$ cat src/rtl/mf8_uart_rx_if.sv
// mf8_core IO bus signals seen by the UART receiver.
// master = core side, slave = mf8_uart_rx side.
interface mf8_uart_rx_if;
    logic       IO_Rd;
    logic       IO_Wr;
    logic [5:0] IO_Addr;
    logic [7:0] IO_WData;
    logic [7:0] IO_RData;

    modport master (output IO_Rd, IO_Wr, IO_Addr, IO_WData, input IO_RData);
    modport slave  (input IO_Rd, IO_Wr, IO_Addr, IO_WData, output IO_RData);
endinterface

$ cat src/rtl/mf8_uart_rx.sv
// mf8_uart_rx: oversampling 8N1 UART receiver with DATA/STATUS registers on the mf8_core IO bus.
// Define MF8_UART_RX_FIFO_EN for a FIFO_DEPTH-entry (power of 2, >= 2) receive FIFO; default is one holding register.
module mf8_uart_rx #(
    parameter int unsigned CLK_DIV    = 16,
    parameter logic [2:0]  BASE_ADDR  = 3'b100,
    parameter int unsigned FIFO_DEPTH = 4
) (
    input  logic         CLK,
    input  logic         Reset_s_n,
    input  logic         UART_RXD,
    mf8_uart_rx_if.slave io
);
    localparam int unsigned CW = $clog2(CLK_DIV);
    // First sample lands CLK_DIV/2 edges after E0; the IDLE->START edge is already E0+1.
    localparam logic [CW-1:0] HALF_LOAD = CW'(CLK_DIV / 2 - 2);
    localparam logic [CW-1:0] FULL_LOAD = CW'(CLK_DIV - 1);

    typedef enum logic [2:0] {S_IDLE, S_START, S_DATA, S_STOP, S_BREAK} state_t;

    state_t        state, state_n;
    logic [CW-1:0] cnt, cnt_n;
    logic [2:0]    bit_cnt, bit_cnt_n;
    logic [7:0]    shreg, shreg_n;
    logic          sync1, sync2, prev;
    logic          push, fe_set;
    logic          overrun, frame_err;
    logic          empty, full, pop, do_wr;
    logic [7:0]    head;
    logic          sel, rd_data, rd_stat, wr_stat, tick;

    assign sel     = (io.IO_Addr[5:3] == BASE_ADDR);
    assign rd_data = sel && io.IO_Rd && !io.IO_Addr[0];
    assign rd_stat = sel && io.IO_Rd &&  io.IO_Addr[0];
    assign wr_stat = sel && io.IO_Wr &&  io.IO_Addr[0];
    assign pop     = rd_data && !empty;
    assign do_wr   = push && (!full || pop);
    assign tick    = (cnt == '0);

    always_ff @(posedge CLK or negedge Reset_s_n) begin
        if (!Reset_s_n) begin
            sync1   <= 1'b1;
            sync2   <= 1'b1;
            prev    <= 1'b1;
            state   <= S_IDLE;
            cnt     <= '0;
            bit_cnt <= '0;
            shreg   <= '0;
        end else begin
            sync1   <= UART_RXD;
            sync2   <= sync1;
            prev    <= sync2;
            state   <= state_n;
            cnt     <= cnt_n;
            bit_cnt <= bit_cnt_n;
            shreg   <= shreg_n;
        end
    end

    always_comb begin
        state_n   = state;
        cnt_n     = cnt;
        bit_cnt_n = bit_cnt;
        shreg_n   = shreg;
        push      = 1'b0;
        fe_set    = 1'b0;
        if ((state == S_START || state == S_DATA || state == S_STOP) && !tick)
            cnt_n = cnt - CW'(1);
        unique case (state)
            S_IDLE: begin
                if (prev && !sync2) begin
                    state_n = S_START;
                    cnt_n   = HALF_LOAD;
                end
            end
            S_START: begin
                if (tick) begin
                    if (!sync2) begin
                        state_n   = S_DATA;
                        cnt_n     = FULL_LOAD;
                        bit_cnt_n = '0;
                    end else begin
                        state_n = S_IDLE;
                    end
                end
            end
            S_DATA: begin
                if (tick) begin
                    shreg_n = {sync2, shreg[7:1]};
                    cnt_n   = FULL_LOAD;
                    if (bit_cnt == 3'd7) state_n = S_STOP;
                    else                 bit_cnt_n = bit_cnt + 3'd1;
                end
            end
            S_STOP: begin
                if (tick) begin
                    if (sync2) begin
                        push    = 1'b1;
                        state_n = S_IDLE;
                    end else begin
                        fe_set  = 1'b1;
                        state_n = S_BREAK;
                    end
                end
            end
            S_BREAK: begin
                if (sync2) state_n = S_IDLE;
            end
            default: state_n = S_IDLE;
        endcase
    end

    // Sticky flags: a set event in the same cycle as a W1C clear wins.
    always_ff @(posedge CLK or negedge Reset_s_n) begin
        if (!Reset_s_n) begin
            overrun   <= 1'b0;
            frame_err <= 1'b0;
        end else begin
            if (push && full && !pop)               overrun <= 1'b1;
            else if (wr_stat && io.IO_WData[1])     overrun <= 1'b0;
            if (fe_set)                             frame_err <= 1'b1;
            else if (wr_stat && io.IO_WData[2])     frame_err <= 1'b0;
        end
    end

`ifdef MF8_UART_RX_FIFO_EN
    localparam int unsigned PW = $clog2(FIFO_DEPTH);

    logic [7:0]    mem [FIFO_DEPTH];
    logic [PW-1:0] wr_ptr, rd_ptr;
    logic [PW:0]   count;

    assign empty = (count == '0);
    assign full  = (count == (PW + 1)'(FIFO_DEPTH));
    assign head  = mem[rd_ptr];

    always_ff @(posedge CLK) begin
        if (do_wr) mem[wr_ptr] <= shreg;
    end

    always_ff @(posedge CLK or negedge Reset_s_n) begin
        if (!Reset_s_n) begin
            wr_ptr <= '0;
            rd_ptr <= '0;
            count  <= '0;
        end else begin
            if (do_wr) wr_ptr <= wr_ptr + PW'(1);
            if (pop)   rd_ptr <= rd_ptr + PW'(1);
            if (do_wr && !pop)      count <= count + (PW + 1)'(1);
            else if (pop && !do_wr) count <= count - (PW + 1)'(1);
        end
    end

    logic unused_bits;
    assign unused_bits = ^{io.IO_WData[7:3], io.IO_WData[0], io.IO_Addr[2:1]};
`else
    logic [7:0] hold_data;
    logic       hold_valid;

    assign empty = !hold_valid;
    assign full  = hold_valid;
    assign head  = hold_data;

    always_ff @(posedge CLK or negedge Reset_s_n) begin
        if (!Reset_s_n) begin
            hold_data  <= '0;
            hold_valid <= 1'b0;
        end else begin
            if (do_wr) begin
                hold_data  <= shreg;
                hold_valid <= 1'b1;
            end else if (pop) begin
                hold_valid <= 1'b0;
            end
        end
    end

    logic unused_bits;
    assign unused_bits = ^{io.IO_WData[7:3], io.IO_WData[0], io.IO_Addr[2:1], (FIFO_DEPTH != 0)};
`endif

    always_comb begin
        io.IO_RData = '0;
        if (Reset_s_n) begin
            if (rd_data && !empty) io.IO_RData = head;
            else if (rd_stat)      io.IO_RData = {sync2, 4'b0000, frame_err, overrun, !empty};
        end
    end
endmodule

$ cat src/flat_wrapper.sv
// flat-port wrapper written by rule: the top's interface ports become plain ports
module mf8_uart_rx_flat 
#(
    parameter int unsigned CLK_DIV    = 16,
    parameter logic [2:0]  BASE_ADDR  = 3'b100,
    parameter int unsigned FIFO_DEPTH = 4
)
  (CLK, Reset_s_n, UART_RXD, io_IO_Rd, io_IO_Wr, io_IO_Addr, io_IO_WData, io_IO_RData);
  mf8_uart_rx_if io_i ();
  input  logic CLK;
  input  logic Reset_s_n;
  input  logic UART_RXD;
  input wire logic [$bits(io_i.IO_Rd)-1:0] io_IO_Rd;
  input wire logic [$bits(io_i.IO_Wr)-1:0] io_IO_Wr;
  input wire logic [$bits(io_i.IO_Addr)-1:0] io_IO_Addr;
  input wire logic [$bits(io_i.IO_WData)-1:0] io_IO_WData;
  output wire logic [$bits(io_i.IO_RData)-1:0] io_IO_RData;
  assign io_i.IO_Rd = io_IO_Rd;
  assign io_i.IO_Wr = io_IO_Wr;
  assign io_i.IO_Addr = io_IO_Addr;
  assign io_i.IO_WData = io_IO_WData;
  assign io_IO_RData = io_i.IO_RData;
  mf8_uart_rx #(.CLK_DIV(CLK_DIV), .BASE_ADDR(BASE_ADDR), .FIFO_DEPTH(FIFO_DEPTH)) u_core (.CLK(CLK), .Reset_s_n(Reset_s_n), .UART_RXD(UART_RXD), .io(io_i));
endmodule
$ cat config.mk
export PLATFORM = sky130hd
export DESIGN_NAME = mf8_uart_rx_flat
export DESIGN_NICKNAME = d
export VERILOG_FILES = /design/src/rtl/mf8_uart_rx_if.sv /design/src/rtl/mf8_uart_rx.sv /design/src/flat_wrapper.sv
export SDC_FILE = /design/constraint.sdc
export NUM_CORES = 1
export LEC_CHECK = 0
export CAP_MARGIN = 20
export CORE_MARGIN = 10
export CORE_UTILIZATION = 35
export DETAILED_ROUTE_END_ITERATION = 8
export HOLD_SLACK_MARGIN = 0.15
export SYNTH_ARGS = -nofsm -noshare
export SYNTH_HDL_FRONTEND = slang
export SYNTH_SLANG_ARGS = --single-unit
$ cat constraint.sdc
create_clock -name CLK -period 4.6 [get_ports CLK]
set_input_delay 1.15 -clock CLK [delete_from_list [all_inputs] [get_ports CLK]]
set_output_delay 1.15 -clock CLK [all_outputs]
set_load 0.01 [all_outputs]
==> run summary <==
status - finished clean
placeable core region - 0.004294 sq mm
slew margin rel. - 0.6410
CTS H-tree lvls - 2
Site Rows - 24
met1 Use GR - 0.09494
peak clock frequency supported by timing - 237.2 MHz
TritonCTS Buffers - 5
clock latency on the worst-skew pair - 290 ps
fraction of final layout cells with drive strength greater than 1 - 0.2119
antenna violations before repair - 0
warnings from Yosys - 0
width of the chip - 86.26 um
Power per Cell Area - 428.8 mW/mm^2
Worst EP arrival - 3070 ps
Avg Synthesized Cell Area - 11.91 sq um
area of the mapped netlist - 0.001536 sq mm
crit start category - primary input
worst setup skew after layout - 5.854 ps
HPWL Detailed - 2202 um
Final Hold Viols - 0
Clock Path Buffers - 2
worst supply voltage drop on vdd - 0.0001474 V
number of sinks handled by clock tree synthesis - 32
sum of overflow across all layers after global routing - 0
Post-synth ARST share - 1.000
routability cong. - 0.7506
post-synthesis sequential element count - 32
Crit Path Category - in -> out
non-filler cells in the finished layout - 203
post-detailed-route DRC marker count - 0
leading cell types by count after synthesis - 29 x dfrtp_1, 17 x mux2_2, 10 x nor2_1
number of different library cells in the post-synthesis netlist - 39
sequential area share after synthesis - 0.5236
number of slew-limit violations in the final report - 0
clock-pin slew reported for the worst setup and hold paths after clock tree synthesis - 60 ps
Most Crowded Layer GR - met2
synthesized netlist cell count - 129
cell total after placement - 195
CTS resizes - 0
library cell with the largest summed area after synthesis - dfrtp_1
initial core utilization - 0.3578
top-area cell type share of the netlist area - 0.4723
number of enable flip-flop cells after synthesis - 0
met3 GRT Util - 0.02908
Worst Path Max Fanout - 5
DRT Wirelength - 2919 um
buffers added on ports - 18
global-route usage over all layers - 0.08665
initial drt markers - 37
number of buffers inserted to repair setup after CTS - 0
cell leakage power - 0.0008369 uW
top post-synthesis cells by area - dfrtp_1 47%, mux2_2 12%, dfstp_2 5.1%
Die Ht - 86.26 um
setup repair after global routing missed its margin - no
cell with the most instances after synthesis - dfrtp_1
number of max-cap violations - 0
count of vias placed by the detailed router - 1,048
Required @ worst endpoint - 3450 ps
top-level I/O count - 27
first-pass GRT wire length - 5085 um
Post-Syn Nets - 151
CP endpoint kind - output port
kind of path behind the tightest hold check - reg -> reg
Final #Nets - 172
number of antenna cells inserted - 0
post-detailed-route wirelength per cell - 14.38 um
final critical delay including setup and external delays - 4217 ps
Clock Tree Root - clkbuf_8
number of buffers inserted by hold repair at cts - 0
TritonCTS clock tree - built
pin count of the biggest net entering global routing - 30
Worst Tran Pin Value - 537.3 ps
Post-DRT Antenna Nets - 0
met2 track demand over resource - 0.1400
layout overhead on the synthesized area - 18.57%
number of global-route vias before repair - 1,087
final cycle utilization of the critical path - 0.9167
Final TNS setup - 0 ps
die footprint - 0.007440 sq mm
count of final setup violators - 0
vias per std cell - 5.163
number of iterations in the first detailed-routing pass - 4
leading register cell type out of synthesis - dfrtp_1
Fin Hold WS - 355.6 ps
number of fill cells - 406
## cells by family (layout without fill, tap and decap cells)
kind of cell             Yosys count  count (layout)  share of synthesized area
buffers and inverters              9              31                    0.04071
adder cells (fa/ha/maj)            3               3                    0.02443
multiplexers                      19              19                     0.1376
XOR/XNOR                           1               1                   0.005701
flip-flops                        32              32                     0.5236
AO/OA/AOI/OAI                     20              20                    0.08958
AND/OR/NAND/NOR                   45              45                     0.1783
## final cells by class
cell class / count / area, sq um / area share
well taps: 52 / 65.06 / 0.03571
inverters: 4 / 15.01 / 0.008242
clock buffers: 8 / 80.08 / 0.04396
multi-input cells: 88 / 669.4 / 0.3674
flip-flops and latches: 32 / 804.5 / 0.4416
repair buffers: 19 / 187.7 / 0.1030
## through the flow
stage | utilization | setup WS (ps) | cell area, sq um | total power [uW]
floorplan | - | 1508 | 1536 | 543.2
global placement | 0.4056 | 410.7 | 1742 | 566.9
detailed placement | 0.4056 | 337.7 | 1742 | 582.2
CTS | 0.4242 | 350.7 | 1822 | 789.2
global route | 0.4242 | 260.4 | 1822 | 835.3
finish | 0.4242 | 383.4 | 1822 | 781.2
## cell usage in the layout, fill, tap and decap left out, drive strengths merged, types with 2 or more instances in the layout
cell type      netlist  routed
nand2                7       7
ha                   3       3
clkbuf               2       8
nor3b                4       4
inv                  4       4
o21ai                4       4
and3                 7       7
clkdlybuf4s50        0      18
mux2i                2       2
or3                  2       2
a22o                 2       2
nand3                5       5
nand4                2       2
a21oi                3       3
nor2                10      10
nor3                 2       2
dfrtp               29      29
a22oi                3       3
nor2b                2       2
o211ai               2       2
mux2                17      17
dfstp                3       3
## power breakdown
group          switching [uW]  total [uW]  internal (uW)
Sequential               57.0         388            331
Combinational            92.5         189           96.5
Clock                    96.9         204            107
## flip-flops by register name, indices dropped and copies added (netlist names), 3 cells and up
name and cells:
u_core.bit_cnt 3, u_core.cnt 4, u_core.head 8, u_core.shreg 8
u_core.state 3
## final timing paths
path	slack, ps	startpoint	cells past startpoint	end
worst min register to register	360	u_core.sync1	0	u_core.sync2
max in group asynchronous	2830	Reset_s_n	2	u_core.prev
min in group asynchronous	1090	Reset_s_n	1	u_core.frame_err
worst max-delay path	380	io_IO_Addr[5]	5	io_IO_RData[6]
worst max register to register	2730	u_core.cnt[0]	6	u_core.head[5]
worst min-delay path	360	u_core.sync1	0	u_core.sync2
## worst max-delay path: stages
cell             delay, ps
clkdlybuf4s50_1        440
nor3b_1                460
and3_1                 300
and3_1                 170
clkdlybuf4s50_1        540
## layer usage
metal,vias to the layer above,share of wire
met4,0,0.028
met3,6,0.048
li1,505,-
met5,-,0
met1,517,0.46
met2,20,0.46
No activity file was read; power rests on OpenSTA's default activity.
